## src/rtl/aesl_deadlock_pkg.sv

```systemverilog
// Shared types and constants for the deadlock-monitor block-signal producers.
// Both the tracker and the detector top import this package.
package aesl_deadlock_pkg;

  typedef enum logic [1:0] {
    IDLE,
    WAIT,
    BLOCKED
  } stall_state_e;

  localparam int unsigned IDX_W = 5;

  // Counter must be able to hold STALL_THRESH itself (saturation value).
  function automatic int unsigned cnt_width(input int unsigned thresh);
    return $clog2(thresh + 1);
  endfunction

endpackage

```

## src/rtl/aesl_axis_chan_stall_tracker.sv

```systemverilog
// Single-channel stall tracker: counts consecutive stall cycles on one AXI-stream
// channel and flags BLOCKED once the count reaches STALL_THRESH.
module aesl_axis_chan_stall_tracker
  import aesl_deadlock_pkg::*;
#(
  parameter int unsigned STALL_THRESH = 16,
  parameter bit          IS_CONSUMER  = 1'b0
) (
  input  logic clock,
  input  logic reset,
  input  logic tvalid,
  input  logic tready,
  input  logic inst_idle,
  output logic blocked,
  output logic blocked_next,
  output logic enter_blocked
);

  localparam int unsigned      CNT_W    = cnt_width(STALL_THRESH);
  localparam logic [CNT_W-1:0] CNT_MAX  = CNT_W'(STALL_THRESH);
  localparam logic [CNT_W-1:0] CNT_LAST = CNT_W'(STALL_THRESH - 1);

  stall_state_e     state_q, state_d;
  logic [CNT_W-1:0] cnt_q, cnt_d;
  logic             stall;

  // Consumers stall waiting on data, producers stall waiting on space.
  assign stall = IS_CONSUMER ? (tready & ~tvalid) : (tvalid & ~tready);

  always_ff @(posedge clock) begin
    if (reset) begin
      state_q <= IDLE;
      cnt_q   <= '0;
    end else begin
      state_q <= state_d;
      cnt_q   <= cnt_d;
    end
  end

  // An unknown stall value falls through to the IDLE branch (treated as no stall).
  always_comb begin
    state_d = IDLE;
    cnt_d   = '0;
    if (!inst_idle && stall) begin
      case (state_q)
        IDLE: begin
          if (STALL_THRESH == 1) begin
            state_d = BLOCKED;
            cnt_d   = CNT_MAX;
          end else begin
            state_d = WAIT;
            cnt_d   = CNT_W'(1);
          end
        end
        WAIT: begin
          if (cnt_q == CNT_LAST) begin
            state_d = BLOCKED;
            cnt_d   = CNT_MAX;
          end else begin
            state_d = WAIT;
            cnt_d   = cnt_q + 1'b1;
          end
        end
        BLOCKED: begin
          state_d = BLOCKED;
          cnt_d   = CNT_MAX;
        end
        default: begin
          state_d = IDLE;
          cnt_d   = '0;
        end
      endcase
    end
  end

  always_comb begin
    blocked       = (state_q == BLOCKED);
    blocked_next  = (state_d == BLOCKED);
    enter_blocked = blocked_next & ~blocked;
  end

endmodule

```

## src/rtl/aesl_axis_block_detector.sv

```systemverilog
// Per-channel AXI-stream block detector feeding the deadlock monitor tree, with a
// sticky record of the first channel that blocked.
module aesl_axis_block_detector
  import aesl_deadlock_pkg::*;
#(
  parameter int unsigned    N_CH         = 3,
  parameter int unsigned    STALL_THRESH = 16,
  parameter logic [N_CH-1:0] DIR_MASK    = '0
) (
  input  logic             clock,
  input  logic             reset,
  input  logic [N_CH-1:0]  axis_tvalid,
  input  logic [N_CH-1:0]  axis_tready,
  input  logic             inst_idle,
  input  logic             clear_report,
  output logic [N_CH-1:0]  axis_block_sigs,
  output logic             any_block,
  output logic             first_block_valid,
  output logic [IDX_W-1:0] first_block_idx
);

  logic [N_CH-1:0]  blocked, blocked_next, enter_blocked;
  logic             any_block_q;
  logic             fb_valid_q, fb_valid_d;
  logic [IDX_W-1:0] fb_idx_q, fb_idx_d;
  logic             capture;

  for (genvar i = 0; i < N_CH; i++) begin : g_chan
    aesl_axis_chan_stall_tracker #(
      .STALL_THRESH (STALL_THRESH),
      .IS_CONSUMER  (DIR_MASK[i])
    ) u_tracker (
      .clock         (clock),
      .reset         (reset),
      .tvalid        (axis_tvalid[i]),
      .tready        (axis_tready[i]),
      .inst_idle     (inst_idle),
      .blocked       (blocked[i]),
      .blocked_next  (blocked_next[i]),
      .enter_blocked (enter_blocked[i])
    );
  end

  function automatic logic [IDX_W-1:0] lowest_idx(input logic [N_CH-1:0] vec);
    logic [IDX_W-1:0] idx;
    idx = '0;
    for (int i = N_CH - 1; i >= 0; i--) begin
      if (vec[i]) idx = IDX_W'(i);
    end
    return idx;
  endfunction

  // A fresh entry into BLOCKED beats a simultaneous clear.
  always_comb begin
    capture    = (|enter_blocked) && (!fb_valid_q || clear_report);
    fb_valid_d = fb_valid_q;
    fb_idx_d   = fb_idx_q;
    if (capture) begin
      fb_valid_d = 1'b1;
      fb_idx_d   = lowest_idx(enter_blocked);
    end else if (clear_report) begin
      fb_valid_d = 1'b0;
      fb_idx_d   = '0;
    end
  end

  always_ff @(posedge clock) begin
    if (reset) begin
      any_block_q <= 1'b0;
      fb_valid_q  <= 1'b0;
      fb_idx_q    <= '0;
    end else begin
      any_block_q <= |blocked_next;
      fb_valid_q  <= fb_valid_d;
      fb_idx_q    <= fb_idx_d;
    end
  end

  assign axis_block_sigs   = blocked;
  assign any_block         = any_block_q;
  assign first_block_valid = fb_valid_q;
  assign first_block_idx   = fb_idx_q;

endmodule

```

## config.mk

```make
export PLATFORM = sky130hd
export DESIGN_NAME = aesl_axis_block_detector
export DESIGN_NICKNAME = d
export VERILOG_FILES = /design/src/rtl/aesl_deadlock_pkg.sv /design/src/rtl/aesl_axis_chan_stall_tracker.sv /design/src/rtl/aesl_axis_block_detector.sv
export SDC_FILE = /design/constraint.sdc
export NUM_CORES = 1
export LEC_CHECK = 0
export CAP_MARGIN = 5
export CORE_ASPECT_RATIO = 0.75
export CORE_UTILIZATION = 32
export CTS_CLUSTER_DIAMETER = 50
export DETAILED_ROUTE_END_ITERATION = 16
export GPL_ROUTABILITY_DRIVEN = 0
export GPL_TIMING_DRIVEN = 0
export PLACE_DENSITY = 0.54
export SLEW_MARGIN = 40
export SYNTH_ARGS = -nofsm -noshare
export SYNTH_HDL_FRONTEND = slang
export SYNTH_SLANG_ARGS = --single-unit
```

## constraint.sdc

```tcl
create_clock -name clock -period 1.8 [get_ports clock]
set_clock_uncertainty 0.15 [all_clocks]
set_input_delay 0.36 -clock clock [delete_from_list [all_inputs] [get_ports clock]]
set_output_delay 0.36 -clock clock [all_outputs]
set_load 0.01 [all_outputs]
```

* Yosys cells after proc, flatten, opt, wreduce, memory -nomap -nowiden
Index checks and enable logic that the tools add are counted.
** Operators by class
- Reductions and logical operators :: 16
- $mul :: 0
- Divide/modulo/power cells :: 0
- Shift-type cells :: 0
- Magnitude comparators :: 0
- Bitwise operators :: 15
- Equal/unequal tests :: 12
- $add $sub $neg :: 3
- Mux-type cells :: 22
** Operators by type and width (count)
- one-hot mux 5 bit (3 select lines) :: 3
- two-way mux 5 bit :: 7
- one-hot mux 2 bit (3 select lines) :: 3
- adder 5 x 1 -> 5 bit, second input constant :: 3
- equality test 5 x 4 -> 1 bit, second input constant :: 3
- two-way mux 2 bit :: 7
- equality test 2 bit, second input constant :: 6
- inverter 1 bit :: 9
- bitwise AND 1 bit :: 6
- equality test 2 x 1 -> 1 bit, second input constant :: 3
- zero test 2 bit :: 3
- OR reduction 2 bit :: 3
- OR reduction 3 bit :: 2
- logical AND 1 bit :: 4
- zero test 1 bit :: 2
- two-way mux 1 bit :: 2
- nonzero test 2 bit :: 1
- logical OR 1 bit :: 1
** Storage, ports and cells
- Word-level logic and storage cells :: 77
- Bits in writable memories :: 0
- Latch bits :: 0
- Output and inout bits :: 10
- Register bits after elaboration :: 28
- Bits in read-only memories :: 0
- Memories :: 0
- Input bits :: 10

* Depth between registers and ports, before layout
- Word-level depth :: 10
- Depth in mapped cells :: 7
- Mapped depth without buffers :: 7

* Modules after synthesis
Synthesis repeated with hierarchy kept, for this count alone.
** Unflattened totals
- Cell total of the unflattened synthesis :: 122
- Area, all modules :: 1133.6 sq um
** Modules (own cells, without submodules)
- aesl_axis_chan_stall_tracker :: instances 3, cells an instance 33, seq. area each 140.1 sq um, area each 315.3 sq um
- aesl_axis_block_detector :: instances 1, cells an instance 23, seq. area each 80.1 sq um, area each 187.7 sq um

* Worst setup path after synthesis
OpenSTA, ideal clock, no wires.
- Path type :: reg2reg
- From :: register g_chan[2].u_tracker.cnt_q[0]
- To :: register fb_idx_q[0] (netlist: first_block_idx[0])
- Slack :: 61 ps
- Period minus slack after synthesis :: 1739 ps
- Cell stages (with the launch flop) :: 8
- Buffers on the path :: 0
- Library setup time :: 136 ps
- Arrival :: 1453 ps
- Data required time :: 1514 ps
- Cells stage by stage :: dfxtp_1 ha_1 and3_1 ha_1 nand3b_1 nor3_1 a2bb2oi_1 o21ai_0
** On the way
- Longest elaborated chain between the ends :: 9
- Elaborated cells between the ends (all ways) :: 10
- Those cells by class :: 2 x eq/ne; 4 x mux; 1 x bitwise; 3 x reduce/logical
** Ends and longest elaborated chain
- start: declaration :: RTL line aesl_axis_chan_stall_tracker.sv:24 : logic [CNT_W-1:0] cnt_q, cnt_d;
- start signal: assignment :: RTL line aesl_axis_chan_stall_tracker.sv:36 : cnt_q <= cnt_d;
- equality test 5 x 4 -> 1 bit * :: RTL line aesl_axis_chan_stall_tracker.sv:56 : if (cnt_q == CNT_LAST) begin
- two-way mux 2 bit * :: RTL line aesl_axis_chan_stall_tracker.sv:56
- one-hot mux 2 bit (3 select lines) * :: RTL line aesl_axis_chan_stall_tracker.sv:45 : case (state_q)
- two-way mux 2 bit * :: RTL line aesl_axis_chan_stall_tracker.sv:44 : if (!inst_idle && stall) begin
- equality test 2 bit * :: RTL line aesl_axis_chan_stall_tracker.sv:78 : blocked_next = (state_d == BLOCKED);
- bitwise AND 1 bit * :: RTL line aesl_axis_chan_stall_tracker.sv:79 : enter_blocked = blocked_next & ~blocked;
- OR reduction 3 bit * :: RTL line aesl_axis_block_detector.sv:55 : capture = (|enter_blocked) && (!fb_valid_q || clear_report);
- logical AND 1 bit * :: RTL line aesl_axis_block_detector.sv:55
- two-way mux 5 bit / nonzero test 2 bit (equally long branches)
- end signal: assignment :: RTL line aesl_axis_block_detector.sv:75 : fb_idx_q <= fb_idx_d;
- end: declaration :: RTL line aesl_axis_block_detector.sv:25 : logic [IDX_W-1:0] fb_idx_q, fb_idx_d;
Every way passes the cells marked *; elsewhere a longest branch is shown, timed or not.
A chain may end at the register's enable or synchronous reset.

* Worst setup path in the final report
Same ends and word-level chain as after synthesis.

==> run summary <==
The worst-case IR drop observed on VDD is 0.3454 mV. The gate count of the mapped netlist is 119. The wire length reported by the detailed router is 2272 um.

The worst setup path is launched from a register. The relative area change from synthesis to final layout came out at 41.89%. The half-perimeter wire length after detailed placement is 1550 um. The initial core utilization came out at 33.56%. The die span in y came out at 53.03 um. The post-detailed-route DRC marker count is 0. The count of endpoints failing setup in the final report came out at 0. The cell at the root of the clock tree is clkbuf_8.

The tool flagged a number of max-cap violations equal to 0. The share of cells above drive strength 1 is 33.56%. The worst hold-check slack came out at 0.2872 ns. STA classifies the critical path endpoint as a register. The post-layout total power is 947.6 uW.

The count of port buffers added during placement came out at 16. The post-layout worst setup margin came out at 0.01892 ns. The total number of vias came out at 896. The pre-CTS setup slack came out at -0.5607 ns. The area of the multi-input gates is 691.9 um^2.

The first global-routing pass estimated 3739 um of wire. The top cell type's share of synthesized area is 45.05%. The sequential cells in the finished layout cover a total of 515.5 um^2.

The worst setup path is of the register to register kind. The post-route minimum period came out at 1.781 ns. In this run the worst hold path is classified as input pin to register. The number of synthesized register bits came out at 25. Global routing consumed, over all layers together, 13.14% of the routing resources. The power density over the cells came out at 601.1 nW/um^2.

Setup repair after global routing could not meet its margin everywhere. The maximum fanout along the worst path is 5. The number of flops mapped to enable cells by yosys came out at 0.

After synthesis, the most frequently instantiated cells are 25 x dfxtp_1, 9 x inv_1, 9 x nor3_1, 8 x nor2_1, 7 x nand2b_1. For this run, the share of the core covered by cells in the final layout is 47.62%. The post-layout instance count excluding filler cells is 186. The library cell with the highest instance count after synthesis is dfxtp_1. Data arrives at the worst endpoint at 1.78 ns. The final hold violation count came to 0. Entering global routing, the biggest net connects 14 pins. At the worst endpoint, the required time is 1.80 ns. The first routing iteration left 12 violations. The count of cell types in the netlist is 30. The highest clock frequency the design can meet is 561.5 MHz. The number of cells in the design after placement is 177. The quantity of hold-fixing buffers added after cts is 0.

The per-cell via count in the routed design came out at 4.817. The clock latency reported for the late side of the worst-skew pair came out at 0.27 ns. The placement row count is 18. The number of nets at the end of the flow is 163.

In the synthesized netlist the dominant register cell turns out to be dfxtp_1. The number of antenna diodes in the final layout is 0. The average size of a mapped cell came out at 9.337 um^2. The share of the yosys chip area belonging to registers came out at 45.05%.

The filler cells instantiated in the layout total 308. The count of yosys warnings during synthesis is 0. In this run the cell area of the synthesized design comes to 1111 um^2. The post-placement cell area is 1329 um^2. The number of levels in the clock H-tree came out at 1. The floorplan step defined a die boundary enclosing 3714 um^2. The number of top-level pins is 20.

The standard cell core area is 3311 um^2. The aggregate global routing overflow came out at 0. The clock-pin slew of the registers on the worst-case setup and hold paths came out at 0.09 ns. The share of flip-flops with an asynchronous set or reset came out at 0%.

The share of the clock period used by the worst path after layout came out at 98.95%. Summed over all failing endpoints, the final setup total negative slack is 0 ns. The number of buffers created by CTS came out at 3. The number of clock sinks seen by CTS came out at 25.

The number of antenna violations at the first check in global routing is 0. The final max-slew violation count was 0. The flow ran to the end, and the final reports show no timing, DRC or antenna violations. The buffer depth of the longest clock path is 2.

dfxtp_1 takes more of the synthesized area than any other cell. The die width came out at 70.04 um. TritonCTS built the clock tree. The final routed wire length divided by cell count came out at 12.22 um. The number of iterations in the first detailed-routing pass came out at 3.

The finished cells cover 1577 um^2. The via count of the first global-routing pass is 819. In the post-synthesis netlist, the biggest area contributors are dfxtp_1 45%, ha_1 6.8%, nor3_1 4.1%, buf_4 4.1%, nand2b_1 3.9%. The count of antenna-violating nets left after detailed routing came out at 0. The leakage power came out at 0.5883 nW.
==> final cells by class <==
cell class	count	share of cell area, %
clock buffer	4	2.857
multi-input combinational	80	43.89
buffer	6	2.857
tap	40	3.175
inverter	9	2.143
sequential	25	32.70
timing repair buffer	22	12.38
==> kinds of logic after synthesis <==
group                      after synthesis  share of synthesized area (%)
AOI/OAI and AO/OA                       17                          10.14
xor gates and xnor gates                 6                          4.731
adders and majority gates                6                          6.757
buffers and inverters                   16                          7.432
DFF                                     25                          45.05
other                                    1                         0.3375
and+or+nand+nor                         48                          25.56
==> critical path: stages, from the launching register on <==
cell and delay, ns:
dfxtp_4 0.38, ha_4 0.13, and3_4 0.20, ha_4 0.16, nand3b_1 0.14, nor3_4 0.24, a2bb2oi_1 0.20, o21ai_1 0.07
==> sequential cells by signal, indices dropped and copies added (netlist names) <==
signal,flops
g_chan.u_tracker.cnt_q,15
any_block,1
g_chan.u_tracker.state_q,6
first_block_idx,2
first_block_valid,1
==> worst paths after layout <==
path	startpoint	to	slack [ns]	depth (start not counted)
min reg2reg	g_chan[1].u_tracker.state_q[0]$_SDFF_PP0_	g_chan[1].u_tracker.state_q[0]$_SDFF_PP0_	0.32	1
max	g_chan[2].u_tracker.cnt_q[0]$_SDFF_PP0_	first_block_idx[0]$_SDFFE_PP0P_	0.02	7
min	reset	first_block_valid$_SDFFE_PP0P_	0.29	2
max reg2reg	g_chan[2].u_tracker.cnt_q[0]$_SDFF_PP0_	first_block_idx[0]$_SDFFE_PP0P_	0.02	7
==> cells in the final DEF (no fill, tap or decap), types with 5 or more instances in the layout <==
cell              n
dlygate4sd2_1     5
buf_4            12
inv_1             9
dfxtp_2           9
nor3_1            7
dfxtp_1          15
a21oi_1           6
clkdlybuf4s50_1   9
nor2_1            8
ha_4              5
nand3_1           5
nand2b_1          5
==> timing repair <==
item,CTS,global route
setup buffers,1,5
resized for setup,29,22
gates cloned,0,0
endpoints found under the hold margin,0,0
pin swaps,7,10
setup endpoints to repair,12,13
==> routing by layer <==
| metal | track usage [%] | up-vias | wire, um |
|---|---|---|---|
| li1 | - | 463 | - |
| met2 | 19.07 | 22 | 950 |
| met5 | 0 | - | 0 |
| met3 | 4.381 | 4 | 99 |
| met1 | 18.16 | 407 | 1193 |
| met4 | 4.333 | 0 | 29 |
==> report_power, final <==
group | total (mW) | leakage, nW | internal, mW | switching [mW]
sequential | 0.560 | 0.207 | 0.556 | 0.00433
combinational | 0.0548 | 0.359 | 0.0288 | 0.0260
clock | 0.333 | 0.0228 | 0.158 | 0.175
total | 0.948 | 0.588 | 0.743 | 0.205
(Power assumes the default switching activity.)
